`src/rtl/op_sequencer.sv`:
```
// op_sequencer: FIFO-buffered command issuer for the calculator breadboard with error halt
// Ports:
//   CLK, RST_N               clock, asynchronous active-low reset
//   CMD_VALID/CMD_READY      host handshake; CMD_OP/CMD_IN are the enqueued command
//   CLR                      clears HALT (only evaluated while halted)
//   ERR                      breadboard error bits: [0] overflow, [1] divide/mod by zero
//   OP, IN                   registered command presented to the breadboard
//   BUSY                     FIFO non-empty or a command is presented
//   HALT, ERR_LATCH          halted flag and the masked error that caused it
//   ISSUED                   wrapping count of popped commands
module op_sequencer #(
  parameter int DEPTH = 4,
  parameter int W = 16
) (
  input  logic         CLK,
  input  logic         RST_N,
  input  logic         CMD_VALID,
  output logic         CMD_READY,
  input  logic [3:0]   CMD_OP,
  input  logic [W-1:0] CMD_IN,
  input  logic         CLR,
  input  logic [1:0]   ERR,
  output logic [3:0]   OP,
  output logic [W-1:0] IN,
  output logic         BUSY,
  output logic         HALT,
  output logic [1:0]   ERR_LATCH,
  output logic [7:0]   ISSUED
);
  localparam int AW = $clog2(DEPTH);
  typedef enum logic [1:0] {IDLE, ISSUE, HALTED} state_t;
  state_t state, state_nx;
  logic [3:0] op_mem [DEPTH];
  logic [W-1:0] in_mem [DEPTH];
  logic [AW-1:0] wr_ptr, rd_ptr;
  logic [AW:0] count;
  logic push, pop;
  logic [1:0] err_m, latch_nx;
  logic [3:0] op_nx;
  logic [W-1:0] in_nx;
  // Gated by RST_N so the host sees not-ready throughout reset.
  assign CMD_READY = RST_N && (count != (AW+1)'(DEPTH));
  assign push = CMD_VALID && CMD_READY;
  assign BUSY = (count != '0) || (state == ISSUE);
  assign HALT = (state == HALTED);
  // Each error bit only matters for the opcodes that can raise it.
  assign err_m = (state == ISSUE) ? {ERR[1] & (OP == 4'b0101 || OP == 4'b0110),
                                     ERR[0] & (OP == 4'b0010 || OP == 4'b0011)} : 2'b00;
  always_comb begin
    state_nx = state;
    op_nx = OP;
    in_nx = IN;
    latch_nx = ERR_LATCH;
    pop = 1'b0;
    if (state == HALTED) begin
      if (CLR) begin
        state_nx = IDLE;
        latch_nx = 2'b00;
      end
    end else if (err_m != 2'b00) begin
      state_nx = HALTED;
      latch_nx = err_m;
      op_nx = 4'b0000;
      in_nx = '0;
    end else if (count != '0) begin
      pop = 1'b1;
      op_nx = op_mem[rd_ptr];
      in_nx = in_mem[rd_ptr];
      state_nx = ISSUE;
    end else begin
      op_nx = 4'b0000;
      in_nx = '0;
      state_nx = IDLE;
    end
  end
  always_ff @(posedge CLK or negedge RST_N) begin
    if (!RST_N) begin
      state <= IDLE;
      OP <= 4'b0000;
      IN <= '0;
      ERR_LATCH <= 2'b00;
      ISSUED <= 8'd0;
      wr_ptr <= '0;
      rd_ptr <= '0;
      count <= '0;
    end else begin
      state <= state_nx;
      OP <= op_nx;
      IN <= in_nx;
      ERR_LATCH <= latch_nx;
      ISSUED <= ISSUED + 8'(pop);
      wr_ptr <= push ? wr_ptr + AW'(1) : wr_ptr;
      rd_ptr <= pop ? rd_ptr + AW'(1) : rd_ptr;
      count <= count + (AW+1)'(push) - (AW+1)'(pop);
    end
  end
  always_ff @(posedge CLK) begin
    if (push) begin
      op_mem[wr_ptr] <= CMD_OP;
      in_mem[wr_ptr] <= CMD_IN;
    end
  end
endmodule
```
`config.mk`:
```
export PLATFORM = sky130hd
export DESIGN_NAME = op_sequencer
export DESIGN_NICKNAME = d
export VERILOG_FILES = /design/src/rtl/op_sequencer.sv
export SDC_FILE = /design/constraint.sdc
export NUM_CORES = 1
export LEC_CHECK = 0
export ABC_AREA = 1
export BUFFER_PORTS_ARGS = -buffer_cell sky130_fd_sc_hd__buf_2
export CORE_MARGIN = 2
export CORE_UTILIZATION = 43
export CTS_BUF_LIST = sky130_fd_sc_hd__clkbuf_8
export DETAILED_ROUTE_END_ITERATION = 16
export MAX_ROUTING_LAYER = met4
export REMOVE_ABC_BUFFERS = 1
export SETUP_SLACK_MARGIN = 0.2
export SYNTH_ARGS = -nofsm -noshare
export SYNTH_HDL_FRONTEND = slang
export SYNTH_SLANG_ARGS = --single-unit
export TNS_END_PERCENT = 30
```
`constraint.sdc`:
```
create_clock -name CLK -period 2.37 [get_ports CLK]
set_clock_uncertainty 0.1 [all_clocks]
set_input_delay 0.474 -clock CLK [delete_from_list [all_inputs] [get_ports CLK]]
set_output_delay 0.474 -clock CLK [all_outputs]
set_load 0.02 [all_outputs]
```
# ---- Yosys cells after proc, flatten, opt, wreduce, memory -nomap -nowiden
# Memory sizes are Yosys's and may differ from the RTL's.
# Cells that the tools add are included.
dict set report word_totals {
  mem_bits_rw 80
  output_inout_bits 33
  register_bits 39
  word_cells 50
  inputBits 26
  mem_count 2
}
dict set report classes {
  bitwise 2
  eq_ne 8
  add_sub_neg 5
  reduce_logical 9
  n_mux 16
}
# memory words word_bits read_ports rd_clocked_by_memory_dff write_ports line_no
set memory_table {}
lappend memory_table {in_mem 4 16 1 0 1 34} ;# logic [W-1:0] in_mem [DEPTH];
lappend memory_table {op_mem 4 4 1 0 1 33} ;# logic [3:0] op_mem [DEPTH];
# operator n
set op_table {}
lappend op_table {{$mux W16} 2}
lappend op_table {{$mux W2} 6}
lappend op_table {{$add A8 B1 Y8} 1}
lappend op_table {{$eq A4 B2 Y1 const B} 2}
lappend op_table {{$eq A4 B3 Y1 const B} 2}
lappend op_table {{$mux W4} 2}
lappend op_table {{$mux W1} 6}
lappend op_table {{$add A2 B1 Y2 const B} 2}
lappend op_table {{$reduce_bool A2 Y1} 2}
lappend op_table {{$add A3 B1 Y3} 1}
lappend op_table {{$logic_or A1 B1 Y1} 3}
lappend op_table {{$ne A3 B3 Y1 const B} 1}
lappend op_table {{$reduce_bool A3 Y1} 1}
lappend op_table {{$sub A3 B1 Y3} 1}
lappend op_table {{$and A1 B1 Y1} 2}
lappend op_table {{$eq A2 B1 Y1 const B} 1}
lappend op_table {{$eq A2 B2 Y1 const B} 1}
lappend op_table {{$logic_and A1 B1 Y1} 2}
lappend op_table {{$ne A2 B2 Y1 const B} 1}
lappend op_table {{$reduce_and A2 Y1} 1}

# ---- Longest topological paths before layout
dict set report logic_depth {
  ltp_word 8
  depth_mapped 10
  ltp_nobuf 10
}

# ---- Least setup slack after synthesis
# No wires, ideal clock.
dict set report synth_path {
  path_type {flip-flop to flip-flop}
  start {register count[1]}
  end {memory in_mem[0][0] (enable)}
  setup_time_ns 0.397
  n_path_buf 0
  arrival_time_ns 1.894
  stages_incl_launch_ff 5
  t_required_ns 1.873
  slack_ns -0.021
  cell_sequence {dfrtp_1 > nor2_1 > a21boi_2 > nand2_2 > nor2_1}
}
dict set report synth_between {
  elab_chain_cells 5
}
# element line_no
set synth_rtl {}
lappend synth_rtl {{from (decl)} 36} ;# logic [AW:0] count;
lappend synth_rtl {{from (signal assigned)} 94} ;# count <= count + (AW+1)'(push) - (AW+1)'(pop);
lappend synth_rtl {{$ne A3 B3 Y1} 42} ;# assign CMD_READY = RST_N && (count != (AW+1)'(DEPTH));
lappend synth_rtl {{$logic_and A1 B1 Y1} 42}
lappend synth_rtl {{named net CMD_READY} 18} ;# output logic CMD_READY,
lappend synth_rtl {{$logic_and A1 B1 Y1} 43} ;# assign push = CMD_VALID && CMD_READY;
lappend synth_rtl {{$mux W1} 98} ;# if (push) begin
lappend synth_rtl {{$mux W1 (implied by the code)} 100} ;# in_mem[wr_ptr] <= CMD_IN;
lappend synth_rtl {{to (decl)} 34}
# The timed path passes the listed nets, and every way through them passes these cells.

# ---- Final worst setup path
dict set report layout_path {
  start {register state[0]}
  end {output HALT}
}
dict set report layout_between {
  elab_chain_cells 1
}
# element line_no
set layout_rtl {}
lappend layout_rtl {{from (decl)} 32} ;# state_t state, state_nx;
lappend layout_rtl {{from (signal assigned)} 87} ;# state <= state_nx;
lappend layout_rtl {{$eq A2 B2 Y1} 45} ;# assign HALT = (state == HALTED);
lappend layout_rtl {{to (decl)} 26} ;# output logic HALT,
# No other way between the ends.

==> impl_summary.log <==
INFO  metric drcViolationCount = 0
INFO  metric timing.critical_path.arrival = 1470 ps
INFO  metric die_area = 0.0119 mm2
INFO  metric placed_insts = 562
INFO  metric first_drt_pass_iteration_count = 4
INFO  metric required = 1800 ps
INFO  metric finalWirelength = 9280 um
INFO  metric outcome = finished, final reports clean
INFO  metric placer_congestion = 0.769
INFO  metric timing.final.max_slew_violations = 0
INFO  metric synthesis.instances = 367
INFO  metric clock_insertion_delay_worst_skew = 430 ps
INFO  metric p_leak = 2.28 nW
INFO  metric dr.first_iter.drc_count = 145
INFO  metric final-instance-count-excl-fill = 594
INFO  metric io_pins = 59
INFO  metric cells_taking_the_most_area_after_synthesis = edfxtp_1, dfrtp_1, nand2_1
INFO  metric startpoint_type = flip-flop
INFO  metric synthesized_flop_and_latch_total = 119
INFO  metric power.density_cell_area = 1340 mW/mm2
INFO  metric r2r_start = state[1]
INFO  metric synth_async_sr_flop_share = 32.8%
INFO  metric finalSetupViolCount = 0
INFO  metric max_cap_violations = 0
INFO  metric setup-tns-final = 0 ps
INFO  metric finalWorstPathRequiredPeriod = 2050 ps
INFO  metric cts_buffer_depth = 2
INFO  metric path_clk_slew = 70 ps
INFO  metric detailed_place_hpwl = 5800 um
INFO  metric setup.worst_path.class = flip-flop to output pin
INFO  metric postPlaceCellArea = 0.00526 mm2
INFO  metric detailroute.via_count = 2,936
INFO  metric yosysSeqAreaShare = 71.0%
INFO  metric yosys_most_used_dff = edfxtp_1
INFO  metric synth_top_area_share = 50.5%
INFO  metric crit_path_cell_trace = nor2_2, buf_4, buf_2
INFO  metric max_freq = 0.488 GHz
INFO  metric critical_path_peak_fanout = 21
INFO  metric cts_hold_buf = 0
INFO  metric path_category_of_the_worst_min_delay_check = input port to asynchronous set/reset pin
INFO  metric design_area = 0.00568 mm2
INFO  metric r2r.worst_path.cells = 10
INFO  metric drive_above_1_share = 28.0%
INFO  metric synth-edff-count = 80
INFO  metric fp.dieW = 109 um
INFO  metric start_util = 44.1%
INFO  metric number_of_gates_resized_after_cts = 1
INFO  metric grt_use_total = 17.8%
INFO  metric postRouteAntennaNets = 0
INFO  metric routed_via_density = 4.94
INFO  metric worst_slack = 322 ps
INFO  metric grt_setup_unrepaired = false
INFO  metric r2r_setup_slack = 360 ps
INFO  metric post_synth_instance_area = 0.00476 mm2
INFO  metric hold_viol_final = 0
INFO  metric nFillCells = 933
INFO  metric global_route_overflow = 0
INFO  metric power = 7.60 mW
INFO  metric dpl_worst_slack = 203 ps
INFO  metric tightest_slew = 739 ps
INFO  metric clockRootBuffer = clkbuf_8
INFO  metric synth_cell_type_count = 31
INFO  metric crit_path_max_incr_delay = 390 ps
INFO  metric worst_ir_drop_vdd = 0.598 mV
INFO  metric area_delta_synth_final = 19.3%
INFO  metric cts_made_buffers = 17
INFO  metric standard_cell_core_area = 0.0108 mm2
INFO  metric synth.top_cells.by_count = nand2_1, edfxtp_1, dfrtp_1
INFO  metric post_cts.repair.setup_buffers = 0
INFO  metric count_of_input_and_output_buffers = 58
INFO  metric final_min_period_over_clock_period = 86.4%
INFO  metric timing.max_slew.rel_slack = 50.7%
INFO  metric synth.avg_cell_area = 13.0 um2
INFO  metric grt_first_pass_wirelength = 15,000 um
INFO  metric cts_sink_count = 119
INFO  metric vias_in_the_first_global_route = 2,929
INFO  metric count_of_inserted_antenna_diode_cells = 0
INFO  metric synth_most_common_cell = nand2_1
INFO  metric std_cell_rows = 38
INFO  metric wire_per_inst = 15.6 um
INFO  metric yosysWarningCount = 0
INFO  metric timing.critical_path.to_type = output pin
INFO  metric reg2reg_to = count[1]
INFO  metric layout.nets = 474
INFO  metric grt_start_max_net_pins = 43
INFO  metric tritoncts = built
INFO  metric die_y = 109 um
INFO  metric number_of_antenna_violations_at_the_first_check_in_global_routing = 0
INFO  metric netlist.top_cell.by_area = edfxtp_1
INFO  metric clock_tree.htree_level_count = 4
INFO  metric timing.critical_path.slowest_stage_cell = dfrtp_1
-- power breakdown --
part / switching, mW / internal, mW / total, mW
Combinational: 1.76 / 1.00 / 2.77
Clock: 0.806 / 1.02 / 1.83
Sequential: 0.277 / 2.73 / 3.01
Total: 2.85 / 4.76 / 7.60
-- critical path, delay by kind of cell, from the launching register on --
kind / cells / cell delay, ps
AND/OR/NAND/NOR: 1 / 140
flip-flops: 1 / 390
buffers and inverters: 2 / 520
-- through the flow --
| stage | util, % | hold WS [ps] |
|---|---|---|
| 6_report | 52.6 | 41.2 |
| 5_1_grt | 52.6 | 61.6 |
| 4_1_cts | 52.4 | 51.2 |
| 3_5_place_dp | 48.7 | 363 |
| 3_3_place_gp | 48.7 | 361 |
| 2_1_floorplan | - | 78.4 |
-- placed cells by master, fill, tap and decap left out, types with 7 or more instances in the layout --
cell type,Yosys,final
a21oi_1,19,19
buf_4,0,12
xor2_1,7,7
o21ai_1,8,8
clkbuf_8,0,17
buf_2,12,58
nor2_1,18,12
o21ai_2,10,10
dfrtp_1,39,39
a32o_1,18,18
edfxtp_1,80,80
o21ai_0,9,9
inv_1,20,22
nand2_1,89,89
-- sequential cells by signal, indices dropped and copies added (netlist names) --
signal and count:
op_mem 16, OP 4, state 2, IN 16, count 3, rd_ptr 2
wr_ptr 2, in_mem 64, ERR_LATCH 2, ISSUED 8
-- per-layer routing --
layer | global-route usage, % | vias up | wire, um
li1 | - | 1431 | -
met1 | 22.3 | 1417 | 4310
met2 | 27.8 | 70 | 4460
met3 | 4.72 | 18 | 381
met4 | 6.50 | 0 | 119
met5 | - | - | 0
-- logic make-up after synthesis --
logic type / share of synthesized area, %
AND/OR/NAND/NOR: 10.7
adder cells (fa/ha/maj): 2.00
flip-flops: 71.0
AO/OA/AOI/OAI: 10.3
buffers and inverters: 4.03
XOR/XNOR: 2.00
-- worst max path at each step --
stage / from / end / slack (ps) / cells past startpoint
3_5_place_dp: RST_N / count[1] / 200 / 8
4_1_cts: count[1] / count[1] / 270 / 8
3_3_place_gp: RST_N / count[1] / 280 / 8
5_1_grt: state[0] / HALT / 200 / 3
2_1_floorplan: state[0] / count[2] / -450 / 8
6_report: state[0] / HALT / 320 / 3
-- area by class of cell --
cell class / instances / area, um2 / share of cell area [%]
Clock buffer: 17 / 234 / 4.12
Timing Repair Buffer: 72 / 420 / 7.41
Tap cell: 140 / 175 / 3.09
Clock inverter: 15 / 163 / 2.87
Inverter: 23 / 86.3 / 1.52
Multi-Input combinational cell: 208 / 1220 / 21.5
Sequential cell: 119 / 3380 / 59.5
Power figures use the tool's default switching activity.
